$ cat config.mk
export PLATFORM = sky130hd
export DESIGN_NAME = imem_loader
export DESIGN_NICKNAME = d
export VERILOG_FILES = /design/src/rtl/imem_loader_pkg.sv /design/src/rtl/imem_loader_byte_word_assembler.sv /design/src/rtl/imem_loader.sv
export SDC_FILE = /design/constraint.sdc
export NUM_CORES = 1
export LEC_CHECK = 0
export BUFFER_PORTS_ARGS = -buffer_cell sky130_fd_sc_hd__buf_2
export CORE_ASPECT_RATIO = 1.2
export CORE_MARGIN = 10
export CORE_UTILIZATION = 40
export DETAILED_ROUTE_END_ITERATION = 7
export HOLD_SLACK_MARGIN = 0.03
export SLEW_MARGIN = 0
export SYNTH_ARGS = -nofsm -noshare
export SYNTH_HDL_FRONTEND = slang
export SYNTH_SLANG_ARGS = --single-unit
$ cat constraint.sdc
create_clock -name clk -period 5.7 [get_ports clk]
set_input_delay 1.14 -clock clk [delete_from_list [all_inputs] [get_ports clk]]
set_output_delay 1.14 -clock clk [all_outputs]
set_load 0.02 [all_outputs]
$ cat src/rtl/imem_loader_pkg.sv
// Shared types and constants for the instruction-memory loader.
// Frame layout: LEN_LO, LEN_HI, then N little-endian 3-byte words.
package imem_loader_pkg;

  typedef enum logic [3:0] {
    IDLE,
    LEN_LO,
    LEN_HI,
    B0,
    B1,
    B2,
    WRITE,
    CSUM,
    DONE,
    ERR
  } loader_state_e;

  localparam int WORD_W_DEF = 19;
  localparam int BPW        = (WORD_W_DEF + 7) / 8;

  // Bits of the top byte that lie above WORD_W and must be zero.
  localparam logic [7:0] B2_PAD_MASK = 8'(8'hFF << (WORD_W_DEF - 8 * (BPW - 1)));

  function automatic logic is_ready_state(input loader_state_e s);
    return (s == LEN_LO) || (s == LEN_HI) || (s == B0) ||
           (s == B1) || (s == B2) || (s == CSUM);
  endfunction

endpackage

$ cat src/rtl/imem_loader_byte_word_assembler.sv
// Shifts in BPW little-endian bytes and presents the WORD_W-bit word.
// ovf flags nonzero bits in the padding region of the top byte.
module byte_word_assembler
  import imem_loader_pkg::*;
#(
  parameter int WORD_W = WORD_W_DEF
) (
  input  logic              clk,
  input  logic              rst,
  input  logic              clr,
  input  logic              shift,
  input  logic [7:0]        byte_in,
  output logic [WORD_W-1:0] word,
  output logic              ovf
);

  logic [8*BPW-1:0] sr;

  // New bytes enter at the top, so after BPW shifts the first byte sits in bits [7:0].
  always_ff @(posedge clk) begin
    if (rst || clr) sr <= '0;
    else if (shift) sr <= {byte_in, sr[8*BPW-1:8]};
  end

  assign word = sr[WORD_W-1:0];
  assign ovf  = |sr[8*BPW-1:WORD_W];

endmodule

$ cat src/rtl/imem_loader.sv
// Loads a length-prefixed byte stream into instruction memory and holds the
// core in reset until a load succeeds. Define IMEM_LOADER_CHECKSUM_EN to add
// a trailing XOR checksum byte to the frame.
module imem_loader
  import imem_loader_pkg::*;
#(
  parameter int ADDR_W = 12,
  parameter int WORD_W = WORD_W_DEF
) (
  input  logic              clk,
  input  logic              rst,
  input  logic              start,
  input  logic              abort,
  input  logic              byte_valid,
  input  logic [7:0]        byte_data,
  output logic              byte_ready,
  output logic              im_we,
  output logic [ADDR_W-1:0] im_addr,
  output logic [WORD_W-1:0] im_wdata,
  output logic              cpu_hold,
  output logic              done,
  output logic              error
);

  localparam int MAX_WORDS = 2 ** ADDR_W;

  loader_state_e state, state_nxt;

  logic [7:0]        len_lo;
  logic [12:0]       n_words;
  logic [12:0]       n_hdr;
  logic [ADDR_W-1:0] cnt;
  logic              xfer;
  logic              start_ok;
  logic              last_word;
  logic              shift;
  logic [WORD_W-1:0] word;
  logic              ovf;

  assign byte_ready = is_ready_state(state);
  assign xfer       = byte_valid && byte_ready;
  assign start_ok   = start && !abort &&
                      ((state == IDLE) || (state == DONE) || (state == ERR));
  assign n_hdr      = {byte_data[4:0], len_lo};
  assign last_word  = (32'(cnt) == 32'(n_words) - 32'd1);
  assign shift      = xfer && ((state == B0) || (state == B1) || (state == B2));

  byte_word_assembler #(.WORD_W(WORD_W)) u_asm (
    .clk     (clk),
    .rst     (rst),
    .clr     (start_ok || abort),
    .shift   (shift),
    .byte_in (byte_data),
    .word    (word),
    .ovf     (ovf)
  );

`ifdef IMEM_LOADER_CHECKSUM_EN
  logic [7:0] acc;

  always_ff @(posedge clk) begin
    if (rst || start_ok) acc <= '0;
    else if (xfer && (state != CSUM)) acc <= acc ^ byte_data;
  end
`endif

  always_ff @(posedge clk) begin
    if (rst) state <= IDLE;
    else     state <= state_nxt;
  end

  always_comb begin
    state_nxt = state;
    if (abort) begin
      state_nxt = IDLE;
    end else begin
      case (state)
        IDLE, DONE, ERR: if (start) state_nxt = LEN_LO;
        LEN_LO: if (xfer) state_nxt = LEN_HI;
        LEN_HI: begin
          if (xfer) begin
            if ((byte_data[7:5] != 3'd0) || (32'(n_hdr) > MAX_WORDS))
              state_nxt = ERR;
            else if (n_hdr == 13'd0)
`ifdef IMEM_LOADER_CHECKSUM_EN
              state_nxt = CSUM;
`else
              state_nxt = DONE;
`endif
            else
              state_nxt = B0;
          end
        end
        B0: if (xfer) state_nxt = B1;
        B1: if (xfer) state_nxt = B2;
        B2: if (xfer) state_nxt = WRITE;
        WRITE: begin
          // A padded top byte with stray bits kills the load without writing.
          if (ovf)
            state_nxt = ERR;
          else if (last_word)
`ifdef IMEM_LOADER_CHECKSUM_EN
            state_nxt = CSUM;
`else
            state_nxt = DONE;
`endif
          else
            state_nxt = B0;
        end
`ifdef IMEM_LOADER_CHECKSUM_EN
        CSUM: if (xfer) state_nxt = (byte_data == acc) ? DONE : ERR;
`endif
        default: state_nxt = IDLE;
      endcase
    end
  end

  always_ff @(posedge clk) begin
    if (rst) begin
      len_lo  <= '0;
      n_words <= '0;
      cnt     <= '0;
    end else if (abort || start_ok) begin
      cnt <= '0;
    end else begin
      if (xfer && (state == LEN_LO)) len_lo <= byte_data;
      if (xfer && (state == LEN_HI)) begin
        n_words <= n_hdr;
        cnt     <= '0;
      end
      // Stops at N-1, so N == MAX_WORDS never wraps the counter.
      if ((state == WRITE) && !ovf && !last_word) cnt <= cnt + 1'b1;
    end
  end

  assign im_we    = (state == WRITE) && !ovf;
  assign im_addr  = cnt;
  assign im_wdata = word;
  assign cpu_hold = (state != DONE);
  assign done     = (state == DONE);
  assign error    = (state == ERR);

endmodule
* Word level (Yosys, flattened, before mapping)
Cells that the tools add are included.
** Word-level totals
- Register bits :: 61
- Bits of input ports :: 13
** Cells by class
- $add $sub $neg :: 2
- $lt $le $gt $ge :: 1
- Eq/ne operators :: 17
- Muxes and demuxes :: 13
- Bitwise logic cells :: 1
- Reduce and logical (&&, ||, !) cells :: 34
** Operator list (count)
- 2-to-1 mux 4 bit :: 10
- equality test 12 x 32 -> 1 bit :: 1
- case mux 4 bit (7 select lines) :: 1
- 2-to-1 mux 12 bit :: 2
- equality test 4 x 3 -> 1 bit (second input constant) :: 4
- subtractor 13 x 1 -> 14 bit (second input constant) :: 1
- greater-than comparator 13 bit (second input constant) :: 1
- logical NOT 13 bit :: 1
- adder 12 x 1 -> 12 bit (second input constant) :: 1
- logical OR 1 bit :: 12
- inequality test 2 bit (second input constant) :: 6
- equality test 4 x 2 -> 1 bit (second input constant) :: 2
- equality test 4 bit (second input constant) :: 2
- logical AND 1 bit :: 8
- AND reduction 6 bit :: 1
- OR reduction 5 bit :: 1
- equality test 4 x 1 -> 1 bit (second input constant) :: 1
- logical NOT 4 bit :: 1
- inequality test 4 bit (second input constant) :: 1
- AND reduction 2 bit :: 2
- OR reduction 2 bit :: 2
- logical NOT 1 bit :: 3
- nonzero test 3 bit :: 1
- OR reduction 3 bit :: 1
- other kinds (2) :: 2

* Depth between registers and ports, before layout
Gate-level depths: netlist of run 1.
- Depth after elaboration :: 10
- Depth in mapped cells :: 10

* By module
Synthesis of run 1 repeated with hierarchy kept, for this count alone.
** Second synthesis, totals
- Cells, all modules :: 372
- Area, all modules :: 3270.6 um2
** By module, submodules not included
- imem_loader :: instances 1, cells an instance 271, area each 2248.4 um2, sequential area each 740.7 um2
- byte_word_assembler :: instances 1, cells an instance 101, area each 1022.2 um2, sequential area each 480.5 um2

* Least setup slack after synthesis of run 1
No wires, ideal clock.
- Path type :: input to register
- Start point :: input byte_valid
- End point :: register n_words[10]
- Data arrival time :: 2.653 ns
- Slack :: 2.920 ns
- Stages on the path :: 8
- Path buffers :: 1
- Cell sequence :: o21ai_0 or2_2 a21oi_1 nand4b_1 nor2_1 buf_4 mux2i_1 nor2_1
** On the way
- Cells in the longest elaborated chain, start to end :: 3
** RTL lines
- start, declared :: RTL line imem_loader.sv:14 : input logic byte_valid,
- logical AND 1 bit :: RTL line imem_loader.sv:41 : assign xfer = byte_valid && byte_ready;
- logical AND 1 bit :: RTL line imem_loader.sv:127 : if (xfer && (state == LEN_HI)) begin
- AND reduction 2 bit (no source line)
- end signal, assigned :: RTL line imem_loader.sv:128 : n_words <= n_hdr;
- end, declared :: RTL line imem_loader.sv:30 : logic [12:0] n_words;
Every way passes these cells.
A chain may end at the register's enable or synchronous reset.

* Worst setup path in the final report of run 1
- Start point :: register n_words[2]
- End point :: register cnt[10], in the netlist im_addr[10]
** On the way
- Cells in the longest elaborated chain, start to end :: 5
- Elaborated cells between the ends (all ways) :: 6
** RTL lines
- subtractor 13 x 1 -> 14 bit * :: RTL line imem_loader.sv:45 : assign last_word = (32'(cnt) == 32'(n_words) - 32'd1);
- equality test 12 x 32 -> 1 bit * :: RTL line imem_loader.sv:45
- logical NOT 1 bit * :: RTL line imem_loader.sv:132 : if ((state == WRITE) && !ovf && !last_word) cnt <= cnt + 1'b1;
- logical AND 1 bit * :: RTL line imem_loader.sv:132
- 2-to-1 mux 12 bit / nonzero test 2 bit (equally long branches)
- end signal, assigned :: RTL line imem_loader.sv:132
- end, declared :: RTL line imem_loader.sv:32 : logic [ADDR_W-1:0] cnt;
Mark *: on every way between the ends. The rest lies on a longest branch, timed or not.

==> flow_summary.ini, run 1 <==
[clocking]
clk_pin_slew_worst_paths_ns = 0.07
cts_made_buffers = 9
postCtsResizedCells = 0
cts_hold_repair.buffers = 0
skew_pair_late_insertion_delay_ns = 0.34
post_cts.repair.setup_buffers = 0
tritoncts_num_sinks = 61
tritoncts_clock_tree = built
count_of_h_tree_levels_built_during_cts = 3
clock_tree.buffer_depth = 2
clk_root_buffer_cell = sky130_fd_sc_hd__clkbuf_8

[place]
placed_cells_incl_taps = 500
place.detailed.hpwl_um = 5792
finalWeightedCongestion = 0.8268
port-buffer-count = 48

[logic_synthesis]
dominant_combinational_cell_family_by_area_after_synthesis = simple AND/OR/NAND/NOR gates
postSynth.topFlopCell = sky130_fd_sc_hd__dfxtp_1
synth-simple-area-share_pct = 24.32
synth_seq_cells = 61
synth_xor_area_share_pct = 3.989
yosys-mux-area-fraction_pct = 14.29
post-synth-top-count-cell = sky130_fd_sc_hd__dfxtp_1
synth_compound_gate_area_share_pct = 11.32
synth_area_leader_cell = sky130_fd_sc_hd__dfxtp_1
synth_enable_flop_cells = 0
synth_top_area_share_pct = 37.08
synthTopCellsByArea = sky130_fd_sc_hd__dfxtp_1, sky130_fd_sc_hd__mux2i_1, sky130_fd_sc_hd__nor2_1, sky130_fd_sc_hd__buf_4, sky130_fd_sc_hd__nand2_1
seq_area_frac_synth_pct = 37.08
netlist-cell-type-count = 50
synthesis.area_per_instance_um2 = 8.422
synthesis.yosys.warnings = 0
synthArstFlopShare_pct = 0
mappedNetlistArea_um2 = 3293
synthAdderAreaFrac_pct = 0.7599
top_cell_types_by_occurrence_after_synthesis = sky130_fd_sc_hd__dfxtp_1, sky130_fd_sc_hd__nor2_1, sky130_fd_sc_hd__mux2i_1, sky130_fd_sc_hd__nand2_1, sky130_fd_sc_hd__buf_4
synthCells = 391
postSynthNetCount = 406

[grt]
global_route_congestion_overflow_total = 0
number_of_antenna_violations_at_the_first_check_in_global_routing = 0
grt_pass1_wl_um = 12740
grt_pass1_vias = 2623
maximum_number_of_pins_on_one_net_before_global_route_repair = 25
total_grt_usage_pct = 12.85

[route]
drtAntennaViolNets = 0
vias_per_cell = 5.349
finalWirelength_um = 7735
post_route_drc_violation_count = 0
routedWlPerCell_um = 14.99
detail_route.iter0.violations = 100
drt_pass1_iterations = 4
dr_total_vias = 2760

[critical_path]
crit_type = flip-flop to flip-flop
critical-path-max-stage-delay_ns = 0.69
worst_ep_required_time_ns = 5.96
critical_path_s_slowest_cell = sky130_fd_sc_hd__nor4_1
path_cells = nor4_1 > o2111a_1 > o21ai_0 > o221ai_1 > a41oi_2 > a31o_4 > a211oi_2
worst-path-max-fanout = 15
critical_path.startpoint_type = flip-flop
timing.critical_path.arrival_ns = 3.17
crit_path_end_kind = flip-flop

[die]
initial_utilization_pct = 40.84
dieArea_um2 = 12280
chipWidth_um = 102.8
rows = 36
chipHeight_um = 119.4
core_area_um2 = 8063
io_pins = 49

[power_and_ir_drop]
share_of_total_power_in_sequential_cells_pct = 50.9
power.ir.vdd_worst_uv = 118.4
sw_frac_of_total_pct = 23.91
power.leakage_uw = 0.001510
powerDensity_nw_per_um2 = 230.8
p_switching_uw = 201.8
internal_power_uw = 642.0
clock_power_share_pct = 45.3
power.share.combinational_pct = 3.8

[sta]
fin_skew_ns = 0.009616
report.final.slew_viol_count = 0
max_clock_freq_ghz = 0.3435
setup_repair_after_global_routing_missed_its_margin = false
timing.final.crit_share_pct = 51.08
fin_setup_tns_ns = 0
max_slew.worst_pin.slew_ns = 0.7576
final-hold-violation-count = 0
final.hold.worst_slack_ns = 0.4929
layout_min_cycle_time_ns = 2.911
max-slew-margin-rel_pct = 49.02
final-setup-viol-count = 0

[min_path]
worstHoldPathType = flip-flop to flip-flop

[run_status]
run_status = complete, no violations

[layout]
finish.net_count = 431
register_area_um2 = 1221
nFillCells = 799
area_delta_synth_final_pct = 11.02
final_layout_size_suffix_gt1_share_pct = 19.24
multi_input_gate_area_in_the_final_layout_um2 = 1805
diode_count = 0
finish.cell_count_without_fillers = 516

[job]
timing.max_cap.violations = 0
## flip-flops by register name, indices dropped and copies added (netlist names)
name / flops
len_lo: 8
n_words: 13
u_asm.sr: 24
state: 4
im_addr: 12
## worst paths after layout
| kind | from | endpoint | slack (ns) | cells past startpoint |
|---|---|---|---|---|
| setup / recovery | n_words[2] | im_addr[10] | 2.79 | 7 |
| hold / removal | u_asm.sr[3] | u_asm.sr[3] | 0.49 | 2 |
| setup reg to reg | n_words[2] | im_addr[10] | 2.79 | 7 |
| hold reg to reg | u_asm.sr[3] | u_asm.sr[3] | 0.49 | 2 |
## stage by stage
stage	utilization (%)	power, uW	worst slack, ns	area (um2)
2_1_floorplan	-	457.1	2.920	3293
3_3_place_gp	42.88	471.1	2.690	3457
3_5_place_dp	42.88	471.7	2.653	3457
4_1_cts	45.34	855.1	2.754	3656
5_1_grt	45.34	880.0	2.499	3656
6_report	45.34	843.8	2.789	3656
## cell type report
cell class	count	area share (%)
inverters	11	1.129
clock buffers	9	3.388
well taps	95	3.251
repair buffers	52	7.392
clock inverters	7	2.053
flip-flops and latches	61	33.40
multi-input cells	281	49.38
## kinds of logic after synthesis
group                      after synthesis
xor gates and xnor gates                15
and+or+nand+nor                        163
muxes                                   47
buffers and inverters                   49
AOI/OAI and AO/OA                       54
adders and majority gates                2
DFF                                     61
## layout by cell type, fill, tap and decap left out, types with 6 or more instances in the layout
cell,count
sky130_fd_sc_hd__nor2_1,60
sky130_fd_sc_hd__xor2_1,10
sky130_fd_sc_hd__nor2b_1,9
sky130_fd_sc_hd__buf_2,48
sky130_fd_sc_hd__dfxtp_1,61
sky130_fd_sc_hd__o21ai_0,17
sky130_fd_sc_hd__nor4_1,7
sky130_fd_sc_hd__a31oi_1,6
sky130_fd_sc_hd__o21ai_1,8
sky130_fd_sc_hd__nor3_1,15
sky130_fd_sc_hd__inv_1,11
sky130_fd_sc_hd__clkbuf_8,9
sky130_fd_sc_hd__nand2_1,26
sky130_fd_sc_hd__nand3_1,10
sky130_fd_sc_hd__mux2i_1,47
## layer usage
layer,part of all wire [%],GRT usage (%)
met5,0,0
met2,49,20.89
met1,44,15.13
met3,5.0,3.644
met4,2.1,6.010
## power by group through the flow
stage | clock network, uW | logic [uW] | registers [uW]
finish | 382 | 32.4 | 429
global route | 415 | 35.8 | 429
CTS | 393 | 32.7 | 429
detailed placement | 0 | 32.6 | 439
global placement | 0 | 32.0 | 439
floorplan | 0 | 19.4 | 438
## critical path: cells and delay by family (launching register included)
family / cells / cell delay (ns)
compound gates: 6 / 1.75
flops: 1 / 0.40
simple gates: 1 / 0.69
No activity file was read; power rests on OpenSTA's default activity.
==> inputs of run 2 (changes only) <==
==> constraint.sdc (replaced) <==
create_clock -name clk -period 2.8 [get_ports clk]
set_input_delay 0.56 -clock clk [delete_from_list [all_inputs] [get_ports clk]]
set_output_delay 0.56 -clock clk [all_outputs]
set_load 0.02 [all_outputs]
==> flow_summary.ini, run 2 (synthesis gave the netlist of run 1 again) <==
[run_status]
run_status = complete, no violations

[place]
finalWeightedCongestion = 0.8133
detailed_place.area_um2 = 3487
port-buffer-count = 48
place.detailed.hpwl_um = 5766

[sta]
max_clock_freq_ghz = 0.4050
final-setup-viol-count = 0
max-slew-margin-rel_pct = 64.71
timing.final.crit_share_pct = 88.18
max_slew.worst_pin.slew_ns = 0.5281
final-hold-violation-count = 0
setup_repair_after_global_routing_missed_its_margin = false
final.hold.worst_slack_ns = 0.4966
fin_setup_tns_ns = 0
report.final.slew_viol_count = 0
layout_min_cycle_time_ns = 2.469
fin_skew_ns = 0.008948

[critical_path]
worst-path-max-fanout = 13
crit_family = simple AND/OR/NAND/NOR gates
cp.buffers_inverters = 1
path_cells = or4_4 > or3_1 > xnor2_1 > nor3_1 > a41oi_2 > buf_4 > nand3_1 > mux2i_1
critical_path.startpoint_type = flip-flop
worst_ep_required_time_ns = 3.07
crit_path_end_kind = flip-flop
critical-path-max-stage-delay_ns = 0.58
timing.critical_path.arrival_ns = 2.74
critical_path_s_slowest_cell = sky130_fd_sc_hd__or4_4
crit_type = flip-flop to flip-flop

[die]
chipHeight_um = 119.4
io_pins = 49
initial_utilization_pct = 40.84
core_area_um2 = 8063
chipWidth_um = 102.8
rows = 36
dieArea_um2 = 12280

[job]
timing.max_cap.violations = 0

[route]
post_route_drc_violation_count = 0
finalWirelength_um = 7694
drtAntennaViolNets = 0
vias_per_cell = 5.271
detail_route.iter0.violations = 71
routedWlPerCell_um = 14.80
dr_total_vias = 2741
drt_pass1_iterations = 4

[clocking]
cts_made_buffers = 9
clock_tree.buffer_depth = 2
clk_pin_slew_worst_paths_ns = 0.07
postCtsResizedCells = 0
count_of_h_tree_levels_built_during_cts = 3
clk_root_buffer_cell = sky130_fd_sc_hd__clkbuf_8
skew_pair_late_insertion_delay_ns = 0.34
tritoncts_clock_tree = built
tritoncts_num_sinks = 61
post_cts.repair.setup_buffers = 0
cts_hold_repair.buffers = 0

[power_and_ir_drop]
power.ir.vdd_worst_uv = 246.6
power.leakage_uw = 0.001531
powerDensity_nw_per_um2 = 488.0
total_power_uw = 1810

[layout]
layout.cells.most_common = sky130_fd_sc_hd__dfxtp_1
multi_input_gate_area_in_the_final_layout_um2 = 1805
nFillCells = 797
largest_register_ff_count = 24
final_area_um2 = 3709
layout.cells.most_common_list = sky130_fd_sc_hd__dfxtp_1, sky130_fd_sc_hd__nor2_1, sky130_fd_sc_hd__buf_2
diode_count = 0
final_layout_size_suffix_gt1_share_pct = 20.00
fin_util_pct = 46.00
area_delta_synth_final_pct = 12.61
register_area_um2 = 1221
finish.net_count = 435
regMostFlops = u_asm.sr

[grt]
number_of_antenna_violations_at_the_first_check_in_global_routing = 0
gr-usage-met1_pct = 15.45
global_route_congestion_overflow_total = 0
globalRoute.busiestLayer = met2
total_grt_usage_pct = 12.84
maximum_number_of_pins_on_one_net_before_global_route_repair = 25
gr-usage-met2_pct = 21.01
grt_pass1_vias = 2595
global_route.usage.met3_pct = 3.412
grt_pass1_wl_um = 12790

[min_path]
worstHoldPathType = flip-flop to flip-flop
==> run 2: changes by cell type in the layout (fill, tap and decap cells not counted), sizes merged <==
| cell | delta |
|---|---|
| buf | +4 |
| bufinv | +1 |
| clkinv | -4 |
| clkinvlp | +2 |
| inv | +1 |
==> run 2: final timing paths <==
kind | start | end | slack (ns) | depth (start not counted)
worst max register to register | n_words[2] | im_addr[8] | 0.33 | 8
worst min register to register | u_asm.sr[3] | u_asm.sr[3] | 0.50 | 2
worst min-delay path | u_asm.sr[3] | u_asm.sr[3] | 0.50 | 2
worst max-delay path | n_words[2] | im_addr[8] | 0.33 | 8
==> run 2: power breakdown <==
| group | internal, uW | total (uW) | switching (uW) |
|---|---|---|---|
| sequential | 870 | 874 | 4.25 |
| clock | 505 | 870 | 365 |
| combinational | 22.4 | 66.2 | 43.8 |
| total | 1400 | 1810 | 413 |
==> run 2: cell type report <==
| class | count | share of cell area [%] |
|---|---|---|
| Clock buffer | 9 | 3.340 |
| Sequential cell | 61 | 32.93 |
| Clock inverter | 7 | 2.632 |
| Timing Repair Buffer | 56 | 8.097 |
| Inverter | 11 | 1.113 |
| Tap cell | 95 | 3.205 |
| Multi-Input combinational cell | 281 | 48.68 |
==> run 2: per-layer routing <==
layer / up-vias / part of all wire [%]
met5: - / 0
met4: 0 / 1.1
met3: 6 / 4.0
met2: 48 / 49
met1: 1277 / 46
li1: 1410 / -
==> run 2: through the flow <==
stage               instances  setup WS, ns
finish                    520        0.3310
global route              520        0.1087
CTS                       520        0.3005
detailed placement        504        0.3335
global placement          504        0.3807
floorplan                 391        0.4323
==> run 2: worst register-to-register path, delay by kind of cell (launching register included) <==
kind | cells | cell delay, ns
XOR/XNOR | 1 | 0.14
AND/OR/NAND/NOR | 4 | 1.28
flip-flops | 1 | 0.39
AO/OA/AOI/OAI | 1 | 0.19
multiplexers | 1 | 0.17
buffers and inverters | 1 | 0.22
